<file path="config.mk">
export PLATFORM = sky130hd
export DESIGN_NAME = mac_tx_scheduler
export DESIGN_NICKNAME = d
export VERILOG_FILES = /design/src/rtl/mac_tx_scheduler.sv
export SDC_FILE = /design/constraint.sdc
export NUM_CORES = 1
export LEC_CHECK = 0
export ABC_CLOCK_PERIOD_IN_PS = 2640
export BUFFER_PORTS_ARGS = -buffer_cell sky130_fd_sc_hd__buf_2
export CAP_MARGIN = 10
export CORE_UTILIZATION = 40
export DETAILED_ROUTE_END_ITERATION = 12
export REMOVE_ABC_BUFFERS = 1
export SLEW_MARGIN = 10
export SYNTH_ARGS = -nofsm -noshare
export SYNTH_HDL_FRONTEND = slang
export SYNTH_SLANG_ARGS = --single-unit
</file>
<file path="constraint.sdc">
create_clock -name clk -period 2.64 [get_ports clk]
set_input_delay 0.528 -clock clk [delete_from_list [all_inputs] [get_ports clk]]
set_output_delay 0.528 -clock clk [all_outputs]
set_load 0.05 [all_outputs]
</file>
<file path="src/rtl/mac_tx_scheduler.sv">
// Round-robin scheduler sharing one UDP transmit path among NUM_CH video FIFOs (2-byte tag + PKT_LEN payload bytes).
// Latency: ARB 1 cycle, tag 2 cycles, each payload byte written 1 cycle after its FIFO read, then a 1-cycle udp_tx_req.
// Backpressure: almost_full stalls new FIFO reads (the in-flight byte is still written); ctrl_busy/sched_en gate starts in IDLE.
module mac_tx_scheduler #(
    parameter int NUM_CH  = 4,
    parameter int PKT_LEN = 1024,
    parameter int GAP_CYC = 64,
    parameter int TIMEOUT = 65535
) (
    input  logic                  clk,
    input  logic                  rst,
    input  logic                  sched_en,
    input  logic                  ctrl_busy,
    input  logic [NUM_CH-1:0]     ch_ready,
    input  logic [8*NUM_CH-1:0]   ch_data,
    output logic [NUM_CH-1:0]     ch_rd_en,
    output logic [NUM_CH-1:0]     ch_grant,
    output logic [7:0]            ram_wr_data,
    output logic                  ram_wr_en,
    input  logic                  almost_full,
    output logic                  udp_tx_req,
    output logic [15:0]           udp_send_data_length,
    input  logic                  udp_tx_end,
    output logic                  sched_busy,
    output logic                  tx_timeout
);

    localparam int CW = (NUM_CH > 1) ? $clog2(NUM_CH) : 1;
    localparam int RW = $clog2(PKT_LEN + 1);
    localparam int TW = (TIMEOUT > 1) ? $clog2(TIMEOUT) : 1;
    localparam int GW = (GAP_CYC > 1) ? $clog2(GAP_CYC) : 1;

    typedef enum logic [2:0] {
        S_IDLE, S_ARB, S_HDR0, S_HDR1, S_PAYLOAD, S_REQ, S_WAIT_END, S_GAP
    } state_t;

    state_t          state;
    state_t          state_nxt;
    logic [CW-1:0]   last;
    logic [CW-1:0]   grant_idx;
    logic            grant_vld;
    logic            arb_found;
    logic [CW-1:0]   arb_idx;
    int              cand;
    logic [7:0]      seq [NUM_CH];
    logic [RW-1:0]   rd_cnt;
    logic            rd_pend;
    logic            rd_issue;
    logic [TW-1:0]   timer;
    logic [GW-1:0]   gap_cnt;
    logic            timeout_hit;
    logic            gap_done;

    // A read is issued while payload reads remain and the UDP buffer has room.
    assign rd_issue    = (state == S_PAYLOAD) && !almost_full && (rd_cnt < RW'(PKT_LEN));
    // Timer value TIMEOUT-1 is the last cycle of the wait window; an end pulse in that cycle still wins.
    assign timeout_hit = (state == S_WAIT_END) && !udp_tx_end && (timer == TW'(TIMEOUT - 1));
    assign gap_done    = (gap_cnt == GW'(GAP_CYC - 1));
    assign sched_busy  = (state != S_IDLE);

    // Round-robin search starting just after the last granted channel; lowest offset wins.
    always_comb begin
        arb_found = 1'b0;
        arb_idx   = '0;
        cand      = 0;
        for (int k = NUM_CH; k >= 1; k--) begin
            cand = int'(last) + k;
            if (cand >= NUM_CH) cand = cand - NUM_CH;
            if (ch_ready[CW'(cand)]) begin
                arb_found = 1'b1;
                arb_idx   = CW'(cand);
            end
        end
    end

    // One-hot decode of the owning channel and of the FIFO read strobe.
    always_comb begin
        ch_grant = '0;
        ch_rd_en = '0;
        if (grant_vld) ch_grant[grant_idx] = 1'b1;
        if (rd_issue)  ch_rd_en[grant_idx] = 1'b1;
    end

    // FSM state register.
    always_ff @(posedge clk) begin
        if (rst) state <= S_IDLE;
        else     state <= state_nxt;
    end

    // Next-state logic and buffer-write / request outputs.
    always_comb begin
        state_nxt   = state;
        ram_wr_en   = 1'b0;
        ram_wr_data = 8'd0;
        udp_tx_req  = 1'b0;
        case (state)
            S_IDLE: begin
                if (sched_en && !ctrl_busy && (|ch_ready)) state_nxt = S_ARB;
            end
            S_ARB: begin
                state_nxt = arb_found ? S_HDR0 : S_IDLE;
            end
            S_HDR0: begin
                ram_wr_en   = 1'b1;
                ram_wr_data = 8'(grant_idx);
                state_nxt   = S_HDR1;
            end
            S_HDR1: begin
                ram_wr_en   = 1'b1;
                ram_wr_data = seq[grant_idx];
                state_nxt   = S_PAYLOAD;
            end
            S_PAYLOAD: begin
                // FIFO data arrives one cycle after the read, so the write trails the strobe.
                if (rd_pend) begin
                    ram_wr_en   = 1'b1;
                    ram_wr_data = ch_data[{grant_idx, 3'b000} +: 8];
                    if (rd_cnt == RW'(PKT_LEN)) state_nxt = S_REQ;
                end
            end
            S_REQ: begin
                udp_tx_req = 1'b1;
                state_nxt  = S_WAIT_END;
            end
            S_WAIT_END: begin
                if (udp_tx_end || timeout_hit) state_nxt = S_GAP;
            end
            S_GAP: begin
                if (gap_done) state_nxt = S_IDLE;
            end
            default: state_nxt = S_IDLE;
        endcase
    end

    // Grant, counters, sequence numbers, length and the sticky timeout flag.
    always_ff @(posedge clk) begin
        if (rst) begin
            last                 <= CW'(NUM_CH - 1);
            grant_idx            <= '0;
            grant_vld            <= 1'b0;
            rd_cnt               <= '0;
            rd_pend              <= 1'b0;
            timer                <= '0;
            gap_cnt              <= '0;
            udp_send_data_length <= 16'd0;
            tx_timeout           <= 1'b0;
            for (int i = 0; i < NUM_CH; i++) seq[i] <= 8'd0;
        end else begin
            rd_pend <= rd_issue;
            case (state)
                S_ARB: begin
                    if (arb_found) begin
                        grant_idx            <= arb_idx;
                        last                 <= arb_idx;
                        grant_vld            <= 1'b1;
                        udp_send_data_length <= 16'(PKT_LEN + 2);
                    end
                end
                S_HDR0: rd_cnt <= '0;
                S_PAYLOAD: begin
                    if (rd_issue) rd_cnt <= rd_cnt + RW'(1);
                end
                S_REQ: begin
                    seq[grant_idx] <= seq[grant_idx] + 8'd1;
                    timer          <= '0;
                end
                S_WAIT_END: begin
                    timer   <= timer + TW'(1);
                    gap_cnt <= '0;
                    if (timeout_hit) tx_timeout <= 1'b1;
                end
                S_GAP: begin
                    gap_cnt <= gap_cnt + GW'(1);
                    if (gap_done) begin
                        grant_vld            <= 1'b0;
                        udp_send_data_length <= 16'd0;
                    end
                end
                default: ;
            endcase
        end
    end

endmodule

</file>
# After elaboration in Yosys (flattened, before gate mapping)
# Memories as Yosys holds them, arrays and structs flattened. A register that Yosys moved wholly into a read port is not among the register bits.
# Index checks and enable logic that the tools add are counted.
[word_totals]
ff_bits = 59
latch_bits = 0
ram_bits = 32
mem_bits_ro = 0
word_cells = 136
memories = 1
[mem_list]
columns = ["memory", "words", "width", "read_ports", "rd_clocked_by_memory_dff", "write_ports", "line", "text"]
rows = [
  ["seq", 4, 8, 1, 1, 4, "45", "logic [7:0] seq [NUM_CH];"],
]
[op_classes]
n_addsub = 12
multipliers = 0
div = 0
magnitude_cmp = 11
n_eq_ne = 17
shifts = 1
muxes = 59
bitwise = 0
reduce_logical = 25
[ops]
columns = ["operator", "count"]
rows = [
  ["$pmux 16 s2", 2],
  ["$mux 16", 2],
  ["$shiftx 32x6->8", 1],
  ["$mux 2", 12],
  ["$pmux 3 s8", 1],
  ["$pmux 8 s3", 1],
  ["$mux 1", 22],
  ["$pmux 11 s2", 1],
  ["$add 16x1->16 const B", 1],
  ["$eq 16x16->1 const B", 1],
  ["$lt 2x4->1 const B", 4],
  ["$mux 8", 2],
  ["$mux 3", 5],
  ["$eq 3x3->1 const B", 4],
  ["$pmux 6 s2", 1],
  ["$add 11x1->11 const B", 1],
  ["$eq 11x11->1 const B", 1],
  ["$lt 11x11->1 const B", 1],
  ["$mux 11", 1],
  ["$ne 2x2->1 const B", 5],
  ["$ge 3x3->1 const B", 3],
  ["$add 8x1->8 const B", 1],
  ["$bmux 1 s2", 4],
  ["$mux 4", 2],
  ["other kinds (26)", 46],
]

# Longest topological paths before layout
[depth]
depth_word = 13
ltp_mapped = 8

# Worst setup path before layout
# No wires, ideal clock.
[synth_timing]
kind = "input -> output"
from = "input almost_full"
to = "output ch_rd_en[0]"
arrival_time_ns = 2.625
path_slack_ns = -0.513
path_stages = 4
path_cell_list = "or4b_1 a21oi_1 nand2_1 nor3_1"
[synth_via]
elab_chain_cells = 4
[synth_rtl]
columns = ["item", "line", "text"]
rows = [
  ["start: declaration", "20", "input logic almost_full,"],
  ["$logic_not 1->1", "55", "assign rd_issue = (state == S_PAYLOAD) && !almost_full && (rd_cnt < RW'(PKT_LEN));"],
  ["$logic_and 1x1->1 (2 in a row)", "55", ""],
  ["$mux 4", "81", "if (rd_issue) ch_rd_en[grant_idx] = 1'b1;"],
  ["end: declaration", "16", "output logic [NUM_CH-1:0] ch_rd_en,"],
]
# No other way between the ends.

# Worst setup path in the final report
[layout_timing]
from = "register grant_idx[0]"
to = "output ram_wr_data[3]"
[layout_via]
elab_chain_cells = 3
[layout_rtl]
columns = ["item", "line", "text"]
rows = [
  ["start: declaration", "40", "logic [CW-1:0] grant_idx;"],
  ["start signal: assignment", "153", "grant_idx <= arb_idx;"],
  ["$shiftx 32x6->8", "117", "ram_wr_data = ch_data[{grant_idx, 3'b000} +: 8];"],
  ["$mux 8", "115", "if (rd_pend) begin"],
  ["$pmux 8 s3", "96", "case (state)"],
  ["end: declaration", "18", "output logic [7:0] ram_wr_data,"],
]
# No other way between the ends.

==> flow_metrics.env <==
export IMPL_status="finished clean"
export IMPL_min_from="tx_timeout"
export IMPL_pre_cts_ws_ps=90.1
export IMPL_grt_max_degree=35
export IMPL_antenna_found_initial=0
export IMPL_place_inst=622
export IMPL_synth_area_um2=4170
export IMPL_firstDrtPassIters=4
export IMPL_globalplace_congestion=0.807
export IMPL_cellPowerDensity_nw_per_um2=555
export IMPL_drv_slew=0
export IMPL_drc=0
export IMPL_synth_seq_cells=77
export IMPL_cts_sinks=77
export IMPL_final_hold_viol_count=0
export IMPL_final_common_cell="nor2_1"
export IMPL_max_stage_delay_ps=530
export IMPL_p_leak_nw=1.85
export IMPL_drt_iter0_drc=124
export IMPL_timing_fmax_ghz=0.391
export IMPL_cp_end_kind="output port"
export IMPL_drt_wl_total_mm=9.91
export IMPL_clock_latency_ps=350
export IMPL_grt_overflow=0
export IMPL_wire_per_inst_um=15.5
export IMPL_utilization_pct=48.4
export IMPL_hp_class="reg -> reg"
export IMPL_seq_area_frac_synth_pct=44.7
export IMPL_startpoint="grant_idx[0]"
export IMPL_cp_max_fo=10
export IMPL_syn_area_per_cell_um2=9.65
export IMPL_clkTransAtPathRegs_ps=80
export IMPL_fin_skew_ps=10.7
export IMPL_cp_arrival_ps=2030
export IMPL_fp_dieW_um=104
export IMPL_cp_required_ps=2110
export IMPL_timing_slew_headroom_pct=54.3
export IMPL_cts_tree="done"
export IMPL_layout_setup_ws_ps=81.1
export IMPL_grt_pass1_wl_mm=16.3
export IMPL_die_h_um=104
export IMPL_area_growth_pct=15.6
export IMPL_synth_edf_count=32
export IMPL_clock_path_buffers=2
export IMPL_cp_start_kind="flip-flop"
export IMPL_rows=36
export IMPL_cts_htree_levels=3
export IMPL_pin_count=78
export IMPL_antenna_cells=0
export IMPL_crit_type="reg -> out"
export IMPL_detail_route_antenna_nets=0
export IMPL_portBuffers=63
export IMPL_first_global_vias=3287
export IMPL_viasPerCell=5.31
export IMPL_start_util_pct=41.9
export IMPL_numCtsBuffers=9
export IMPL_slowest_stage="mux4_2"
export IMPL_final_cell_mix="nor2_1, buf_2, dfxtp_1"
export IMPL_yosys_warnings=0
export IMPL_cp_cell_sequence="buf_6, mux4_2, a32o_1, buf_2"
export IMPL_drv_cap=0
export IMPL_min_period_over_period_pct=96.9
export IMPL_setup_violations=0
export IMPL_synthFlopType="dfxtp_1"
export IMPL_drive_above_1_share_pct=24.6
export IMPL_synth_cell_types=52
export IMPL_clockRootBuffer="clkbuf_8"
export IMPL_grt_usage_pct=18.9
export IMPL_dp_final_hpwl_mm=7.17
export IMPL_fin_nets=548
export IMPL_core_um2=9950
export IMPL_ys_async_sr_fraction_pct=0
export IMPL_syn_inst=432
export IMPL_stdcell_count=638
export IMPL_via_count=3390
export IMPL_tightest_slew_ps=685
export IMPL_final_min_clock_period_ps=2560
export IMPL_dieArea_um2=10800
export IMPL_ir_worst_vdd_mv=0.238
export IMPL_total_power_mw=2.67
==> flip-flops by register name, summed over array words and instances (netlist names), named ones only <==
register	count
gap_cnt	6
grant_idx	2
last	2
rd_cnt	11
rd_pend	1
seq	32
state	3
timer	16
tx_timeout	1
udp_send_data_length	1
==> cells by family after synthesis <==
kind of cell,share of synthesized area (%)
compound gates,10.9
other cells,0.0900
mux,11.7
buf+inv,6.72
flops,44.7
xor+xnor,3.15
fa+ha+maj,1.80
simple gates,21.0
==> metrics by stage <==
stage               setup TNS, ps  hold slack (ps)  instance area [um^2]
CTS                             0              474                  4800
finish                          0              466                  4820
floorplan                   -1510              443                  4010
global route                -7.27              504                  4820
detailed placement              0              453                  4630
global placement                0              449                  4630
==> timing repair <==
action	4_1_cts	5_1_grt
gates resized for setup	1	6
endpoints found under the setup margin	1	11
gates cloned	0	0
buffers inserted	0	0
hold buffers	0	0
==> path summary, 6_finish.rpt <==
check / slack [ps] / cells past startpoint / endpoint
worst max register to register: 490 / 6 / seq[2][4]
worst min-delay path: 470 / 2 / tx_timeout
worst min register to register: 470 / 2 / tx_timeout
worst max-delay path: 80 / 4 / ram_wr_data[3]
==> where the power goes <==
group	internal, mW	total, mW	switching [mW]	leakage, nW
sequential	1.28	1.31	0.0378	0.694
combinational	0.203	0.569	0.367	1.06
clock	0.361	0.791	0.430	0.0889
==> routing by layer <==
metal | GRT usage, % | share of wire, % | up-vias
li1 | - | - | 1676
met1 | 26.2 | 50 | 1606
met2 | 29.5 | 45 | 96
met3 | 3.57 | 4.2 | 12
met4 | 6.84 | 1.4 | 0
met5 | 0 | 0 | -
==> area by class of cell <==
cell class                      count  area [um^2]
Clock buffer                       11          141
Clock inverter                      5         27.5
Fill cell                         952         5130
Inverter                           20         75.1
Multi-Input combinational cell    311         2090
Sequential cell                    77         1860
Tap cell                          133          166
Timing Repair Buffer               81          462
==> synthesized netlist by cell type, drive strengths merged, types with 7 or more instances <==
master	number	area (um^2)
buf	24	156
mux4	15	338
or3	12	75.1
nor2	73	277
mux2i	7	70.1
nand3	16	80.1
inv	20	75.1
mux2	7	78.8
xor2	10	87.6
edfxtp	32	961
clkbuf	13	48.8
nand2	29	109
nand4	12	75.1
a21oi	17	85.1
o21ai	7	35.0
dfxtp	45	901
nor3	14	70.1
==> critical path, delay by kind of cell, from the launching register on <==
family | cells | cell delay, ps
AO/OA/AOI/OAI | 1 | 280
buffers and inverters | 2 | 430
flip-flops | 1 | 430
multiplexers | 1 | 530
No activity file was read; power rests on OpenSTA's default activity.
